<file path="src/rtl/usb_protocol_ctrl.sv">
// usb_protocol_ctrl: endpoint protocol sequencer between usb_rx and usb_tx.
// Picks the handshake reply and tracks OUT/IN transfer status flags.
`timescale 1ns/1ps
module usb_protocol_ctrl #(
   parameter int BUF_DEPTH      = 64,
   parameter int TIMEOUT_CYCLES = 128
) (
   input  logic       clk,
   input  logic       n_rst,
   input  logic [2:0] rx_packet,
   input  logic       store_rx_packet_data,
   input  logic [6:0] buffer_occupancy,
   input  logic [6:0] tx_data_size,
   input  logic       tx_done,
   output logic [1:0] tx_packet,
   output logic       tx_start,
   output logic       flush_buffer,
   output logic       rx_data_ready,
   output logic       rx_transfer_active,
   output logic       tx_transfer_active,
   output logic       rx_error,
   output logic       tx_error,
   output logic       tx_complete
);
   localparam int TW = $clog2(TIMEOUT_CYCLES + 1);

   localparam logic [2:0] RX_IN    = 3'b001;
   localparam logic [2:0] RX_OUT   = 3'b010;
   localparam logic [2:0] RX_ACK   = 3'b011;
   localparam logic [2:0] RX_ERR   = 3'b100;
   localparam logic [2:0] RX_DONE  = 3'b101;
   localparam logic [2:0] RX_DATA0 = 3'b110;
   localparam logic [2:0] RX_NAK   = 3'b111;

   localparam logic [1:0] TX_NONE  = 2'b00;
   localparam logic [1:0] TX_DATA0 = 2'b01;
   localparam logic [1:0] TX_ACK   = 2'b10;
   localparam logic [1:0] TX_NAK   = 2'b11;

   typedef enum logic [2:0] {
      IDLE, OUT_WAIT, DATA_WAIT, RX_DATA,
      IN_WAIT, SEND, HACK_WAIT, ACK_DONE
   } state_t;

   state_t        state_q, state_d;
   logic [2:0]    prev_q;
   logic [TW-1:0] tmo_q, tmo_d;
   logic [6:0]    cnt_q, cnt_d;
   logic          ovf_q, ovf_d;
   logic          out_q, out_d;
   logic [1:0]    pkt_q, pkt_d;
   logic          start_q, start_d;
   logic          flush_q, flush_d;
   logic          rdy_q, rdy_d;
   logic          rxe_q, rxe_d;
   logic          txe_q, txe_d;
   logic          cmpl_q, cmpl_d;
   logic          evt, tmo_exp;

   // Held codes act once: only a change of rx_packet is an event.
   assign evt     = (rx_packet != prev_q);
   assign tmo_exp = (tmo_q == TW'(TIMEOUT_CYCLES - 1));

   always_comb begin
      state_d = state_q;
      tmo_d   = '0;
      cnt_d   = cnt_q;
      ovf_d   = ovf_q;
      out_d   = out_q;
      pkt_d   = pkt_q;
      start_d = 1'b0;
      flush_d = 1'b0;
      rdy_d   = rdy_q;
      rxe_d   = rxe_q;
      txe_d   = txe_q;
      cmpl_d  = 1'b0;
      // A store coincident with DONE/ERROR is counted before the decision.
      if (state_q == RX_DATA && store_rx_packet_data) begin
         if (cnt_q != 7'h7f) cnt_d = cnt_q + 7'd1;
         if (buffer_occupancy == 7'(BUF_DEPTH)) ovf_d = 1'b1;
      end
      unique case (state_q)
         IDLE: begin
            if (evt && rx_packet == RX_OUT) begin
               state_d = OUT_WAIT;
               out_d   = 1'b1;
               rdy_d   = 1'b0;
               rxe_d   = 1'b0;
            end else if (evt && rx_packet == RX_IN) begin
               state_d = IN_WAIT;
               out_d   = 1'b0;
               txe_d   = 1'b0;
            end
         end
         OUT_WAIT: begin
            if (evt && rx_packet == RX_DONE) begin
               state_d = DATA_WAIT;
            end else if (evt && rx_packet == RX_ERR) begin
               state_d = IDLE;
               rxe_d   = 1'b1;
            end
         end
         DATA_WAIT: begin
            if (evt && rx_packet == RX_DATA0) begin
               state_d = RX_DATA;
               cnt_d   = '0;
               ovf_d   = 1'b0;
            end else if ((evt && rx_packet == RX_ERR) || tmo_exp) begin
               state_d = IDLE;
               rxe_d   = 1'b1;
            end else begin
               tmo_d = tmo_q + 1'b1;
            end
         end
         RX_DATA: begin
            if (evt && rx_packet == RX_DONE) begin
               state_d = SEND;
               start_d = 1'b1;
               if (!ovf_d && cnt_d >= 7'd2) begin
                  pkt_d = TX_ACK;
               end else begin
                  pkt_d   = TX_NAK;
                  flush_d = 1'b1;
               end
            end else if (evt && rx_packet == RX_ERR) begin
               state_d = IDLE;
               rxe_d   = 1'b1;
               flush_d = 1'b1;
            end
         end
         IN_WAIT: begin
            if (evt && rx_packet == RX_DONE) begin
               state_d = SEND;
               start_d = 1'b1;
               if (tx_data_size != '0 && buffer_occupancy >= tx_data_size)
                  pkt_d = TX_DATA0;
               else
                  pkt_d = TX_NAK;
            end else if (evt && rx_packet == RX_ERR) begin
               state_d = IDLE;
               txe_d   = 1'b1;
            end
         end
         SEND: begin
            if (tx_done) begin
               pkt_d   = TX_NONE;
               state_d = (pkt_q == TX_DATA0) ? HACK_WAIT : IDLE;
               if (pkt_q == TX_ACK) rdy_d = 1'b1;
            end
         end
         HACK_WAIT: begin
            if (evt && rx_packet == RX_ACK) begin
               state_d = ACK_DONE;
            end else if ((evt && (rx_packet == RX_NAK || rx_packet == RX_ERR))
                         || tmo_exp) begin
               state_d = IDLE;
               txe_d   = 1'b1;
            end else begin
               tmo_d = tmo_q + 1'b1;
            end
         end
         ACK_DONE: begin
            if (evt && rx_packet == RX_DONE) begin
               state_d = IDLE;
               cmpl_d  = 1'b1;
            end else if (evt && rx_packet == RX_ERR) begin
               state_d = IDLE;
               txe_d   = 1'b1;
            end
         end
         default: state_d = IDLE;
      endcase
   end

   always_ff @(posedge clk or negedge n_rst) begin
      if (!n_rst) begin
         state_q <= IDLE;
         prev_q  <= 3'b000;
         tmo_q   <= '0;
         cnt_q   <= '0;
         ovf_q   <= 1'b0;
         out_q   <= 1'b0;
         pkt_q   <= TX_NONE;
         start_q <= 1'b0;
         flush_q <= 1'b0;
         rdy_q   <= 1'b0;
         rxe_q   <= 1'b0;
         txe_q   <= 1'b0;
         cmpl_q  <= 1'b0;
      end else begin
         state_q <= state_d;
         prev_q  <= rx_packet;
         tmo_q   <= tmo_d;
         cnt_q   <= cnt_d;
         ovf_q   <= ovf_d;
         out_q   <= out_d;
         pkt_q   <= pkt_d;
         start_q <= start_d;
         flush_q <= flush_d;
         rdy_q   <= rdy_d;
         rxe_q   <= rxe_d;
         txe_q   <= txe_d;
         cmpl_q  <= cmpl_d;
      end
   end

   assign tx_packet     = pkt_q;
   assign tx_start      = start_q;
   assign flush_buffer  = flush_q;
   assign rx_data_ready = rdy_q;
   assign rx_error      = rxe_q;
   assign tx_error      = txe_q;
   assign tx_complete   = cmpl_q;

   assign rx_transfer_active = (state_q == OUT_WAIT) || (state_q == DATA_WAIT)
                            || (state_q == RX_DATA) || (state_q == SEND && out_q);
   assign tx_transfer_active = (state_q == IN_WAIT) || (state_q == HACK_WAIT)
                            || (state_q == SEND && !out_q);
endmodule

</file>
<file path="config.mk">
export PLATFORM = sky130hd
export DESIGN_NAME = usb_protocol_ctrl
export DESIGN_NICKNAME = d
export VERILOG_FILES = /design/src/rtl/usb_protocol_ctrl.sv
export SDC_FILE = /design/constraint.sdc
export NUM_CORES = 1
export LEC_CHECK = 0
export CAP_MARGIN = 20
export CORE_ASPECT_RATIO = 2
export CORE_MARGIN = 1.5
export CORE_UTILIZATION = 54
export CTS_CLUSTER_SIZE = 28
export DETAILED_ROUTE_END_ITERATION = 8
export GPL_TIMING_DRIVEN = 0
export PLACE_DENSITY = 0.88
export SETUP_SLACK_MARGIN = 0.05
export SLEW_MARGIN = 10
export SYNTH_ARGS = -nofsm -noshare
export SYNTH_HDL_FRONTEND = slang
export SYNTH_SLANG_ARGS = --single-unit
</file>
<file path="constraint.sdc">
create_clock -name clk -period 2.3 [get_ports clk]
set_input_delay 0.23 -clock clk [delete_from_list [all_inputs] [get_ports clk]]
set_output_delay 0.23 -clock clk [all_outputs]
set_load 0.02 [all_outputs]
</file>
==> summary.md <==
| Metric | Value |
|---|---|
| Asr flop ratio synth | 100.0% |
| CP delay by family, top | simple AND/OR/NAND/NOR gates |
| Synth top area share | 38.92% |
| Synthesized area | 1993 µm² |
| Initial Util | 55.86% |
| # fillers | 301 |
| Post-Route WL | 4478 µm |
| Endpoints failing setup | 0 |
| Die width | 45.96 µm |
| RSZ-0062 raised after global routing | yes |
| Failing checks | hold timing |
| CP max-delay cell | or4_1 |
| Largest family of logic cells by synthesized area | simple AND/OR/NAND/NOR gates |
| Gr usage total | 24.44% |
| Routed vias/inst | 5.906 |
| Leakage power | 1.068 nW |
| Mux contribution to synthesized area | 2.260% |
| Synth cell types | 54 |
| GRT overflow | 0 |
| Worst Hold Class | in -> async |
| Post-CTS setup buffer count | 0 |
| Clock Skew | 0.003216 ns |
| Footprint of the multi-input gates | 1134 µm² |
| Placed cell area | 2350 µm² |
| FF+latch count, synth | 31 |
| Largest cells by area after synthesis | dfrtp_1, ha_1, nor2_1, nand2_1, xor2_1 |
| Detailed-route via count | 1831 |
| Core area | 3568 µm² |
| Post-layout nets | 290 |
| Routed Antenna Nets | 0 |
| Register Area | 775.7 µm² |
| CTS sink cnt | 31 |
| Top post-synthesis cells by count | dfrtp_1, nor2_1, nand2_1 |
| Area Overhead vs Synth | 22.35% |
| Most frequent cell on the critical path | a21oi_2 |
| Top FF cell, synth | dfrtp_1 |
| CTS root buf | clkbuf_8 |
| Outcome | complete, but fails checks |
| Synth area leader | dfrtp_1 |
| Share of cells above drive strength 1 | 8.429% |
| Crit-path cells | clkdlybuf4s50_1 -> buf_2 -> inv_1 -> or4_1 -> or4b_1 -> a21oi_2 -> a21oi_2 -> mux2_4 |
| Cells after synthesis | 225 |
| Syn_nets | 255 |
| Antenna violations before repair | 0 |
| Max Cap Viol | 0 |
| Metal2 WL | 2545 µm |
| Post-synthesis sequential area ratio | 38.92% |
| CTS tree | yes |
| WL met3 | 119 µm |
| Number of buffers created by CTS | 5 |
| Die area | 4087 µm² |
| Max FO, Critical Path | 8 |
| Count leader, synth | dfrtp_1 |
| Final Cell Area | 2439 µm² |
| 1st-pass router iterations | 4 |
| Synth Area in Adders | 5.650% |
| Arrival @ worst endpoint | 2.36 ns |
| Slew Viols, Final | 0 |
| DRT iter0 DRCs | 40 |
| Max_slew headroom | 54.98% |
| Cell row count | 31 |
| Hold Worst Slack | -0.01938 ns |
| DRC | 0 |
| Final hold violation count | 31 |
| Largest net degree at the start of global routing | 32 |
| Peak supply drop | 685.8 µV |
| H-tree depth | 2 |
| Die Y | 88.92 µm |
| I/O Pins | 31 |
| Crit end category | flip-flop |
| Clock tree buffer depth | 2 |
| Input/output buffers | 30 |
| First-pass GRT wire length | 7424 µm |
| FMAX | 455.4 MHz |
| Number of enable flip-flop cells after synthesis | 0 |
| Clock latency on the worst-skew pair | 0.28 ns |
| Avg Cell Area, Syn | 8.858 µm² |
| Placed wire-length estimate | 3412 µm |
| Period utilization | 95.48% |
| Wire per inst | 14.45 µm |
| Element type at the critical path start | input port |
| CP bufs+invs | 3 |
| Total power | 2.100 mW |
| Xor-xnor portion of the synthesized cell area | 4.834% |
| Least-Margin Pin Slew | 0.6752 ns |
| CP peak stage delay | 0.60 ns |
| M1 WL | 1635 µm |
| Power density over the cells | 861.0 nW/µm² |
| Clock slew at reported path FFs | 0.07 ns |
| Worst setup path category | in -> reg |
| Final worst path period need | 2.196 ns |
| WP data required | 2.47 ns |
| Ant diodes | 0 |
| Top layer reached by signal wires | met4 |
| FF-to-FF setup slack | 0.24 ns |
| Simple-gate area share of the yosys netlist | 25.93% |
| Final GP Congestion | 0.9180 |
| Number of synthesis warnings | 0 |
| Vias in the first global route | 1776 |
| Synth Area in Compound Gates | 17.89% |
routing by layer:
layer	GRT usage, %	vias to the layer above
met5	0	-
met4	13.25	0
met3	5.051	17
met2	43.69	41
met1	24.93	878
li1	-	895
what timing repair did:
action | CTS | global route
gates resized for setup | 0 | 6
pin swaps | 0 | 0
setup endpoints to repair | 2 | 3
hold buffers | 0 | 0
cell families (layout without fill, tap and decap cells):
kind of cell | Yosys count | after routing
AND/OR/NAND/NOR | 97 | 97
AO/OA/AOI/OAI | 51 | 51
flip-flops | 31 | 31
buffers and inverters | 22 | 58
XOR/XNOR | 11 | 11
adder cells (fa/ha/maj) | 9 | 9
multiplexers | 4 | 4
cell type report:
class                   instances  area share, %
well taps                      49          2.514
repair buffers                 30          12.11
clock inverters                 2         0.5131
clock buffers                   6          2.976
multi-input cells             172          46.49
inverters                      12          1.847
flip-flops and latches         31          31.81
plain buffers                   8          1.744
worst paths after layout:
path / cells after the start / from / endpoint
min in group clk: 1 / rx_packet[0] / prev_q[0]
max in group asynchronous: 1 / n_rst / rx_error
setup / recovery: 8 / rx_packet[0] / state_q[2]
hold / removal: 1 / n_rst / cnt_q[0]
hold reg to reg: 2 / ovf_q / ovf_q
setup reg to reg: 7 / prev_q[2] / state_q[2]
metrics by stage:
stage                     utilization (%)  setup TNS (ns)  setup WS [ns]  std cells  hold slack, ns
after CTS                           68.02               0        0.07704        310        0.005093
after global placement              65.99         -0.1598        -0.1598        304          0.4627
final                               68.34               0         0.1039        310        -0.01938
after detailed placement            65.85         -0.1973        -0.1898        304          0.3144
after floorplan                         -               0         0.4414        225        -0.06559
after global routing                68.34               0        0.04349        310         0.03281
sequential cells by signal, indices dropped and copies added (netlist names):
register	flops
state_q	3
out_q	1
tmo_q	8
prev_q	3
tx_start	1
tx_error	1
flush_buffer	1
tx_packet	2
ovf_q	1
rx_error	1
cnt_q	7
rx_data_ready	1
tx_complete	1
placed cells by master, fill, tap and decap left out, types with 4 or more instances in the layout:
master and count:
nand3b_1 4, a211oi_1 5, and3_1 7, o21ai_0 8, clkdlybuf4s50_1 29, a21oi_1 9, nor2b_1 5, nor2_1 24
nand3_1 10, nor3_1 6, dfrtp_1 31, ha_1 9, nand2_1 20, nand4_1 4, inv_1 12, clkbuf_8 5
a31oi_1 5, xor2_1 8
power by group:
group          total, mW  leakage (nW)  internal (mW)  switching (mW)
clock network      0.415        0.0412          0.211           0.204
logic              0.920         0.622          0.413           0.508
registers          0.765         0.405          0.645           0.120
total               2.10          1.07           1.27           0.831
Power figures use the tool's default switching activity.
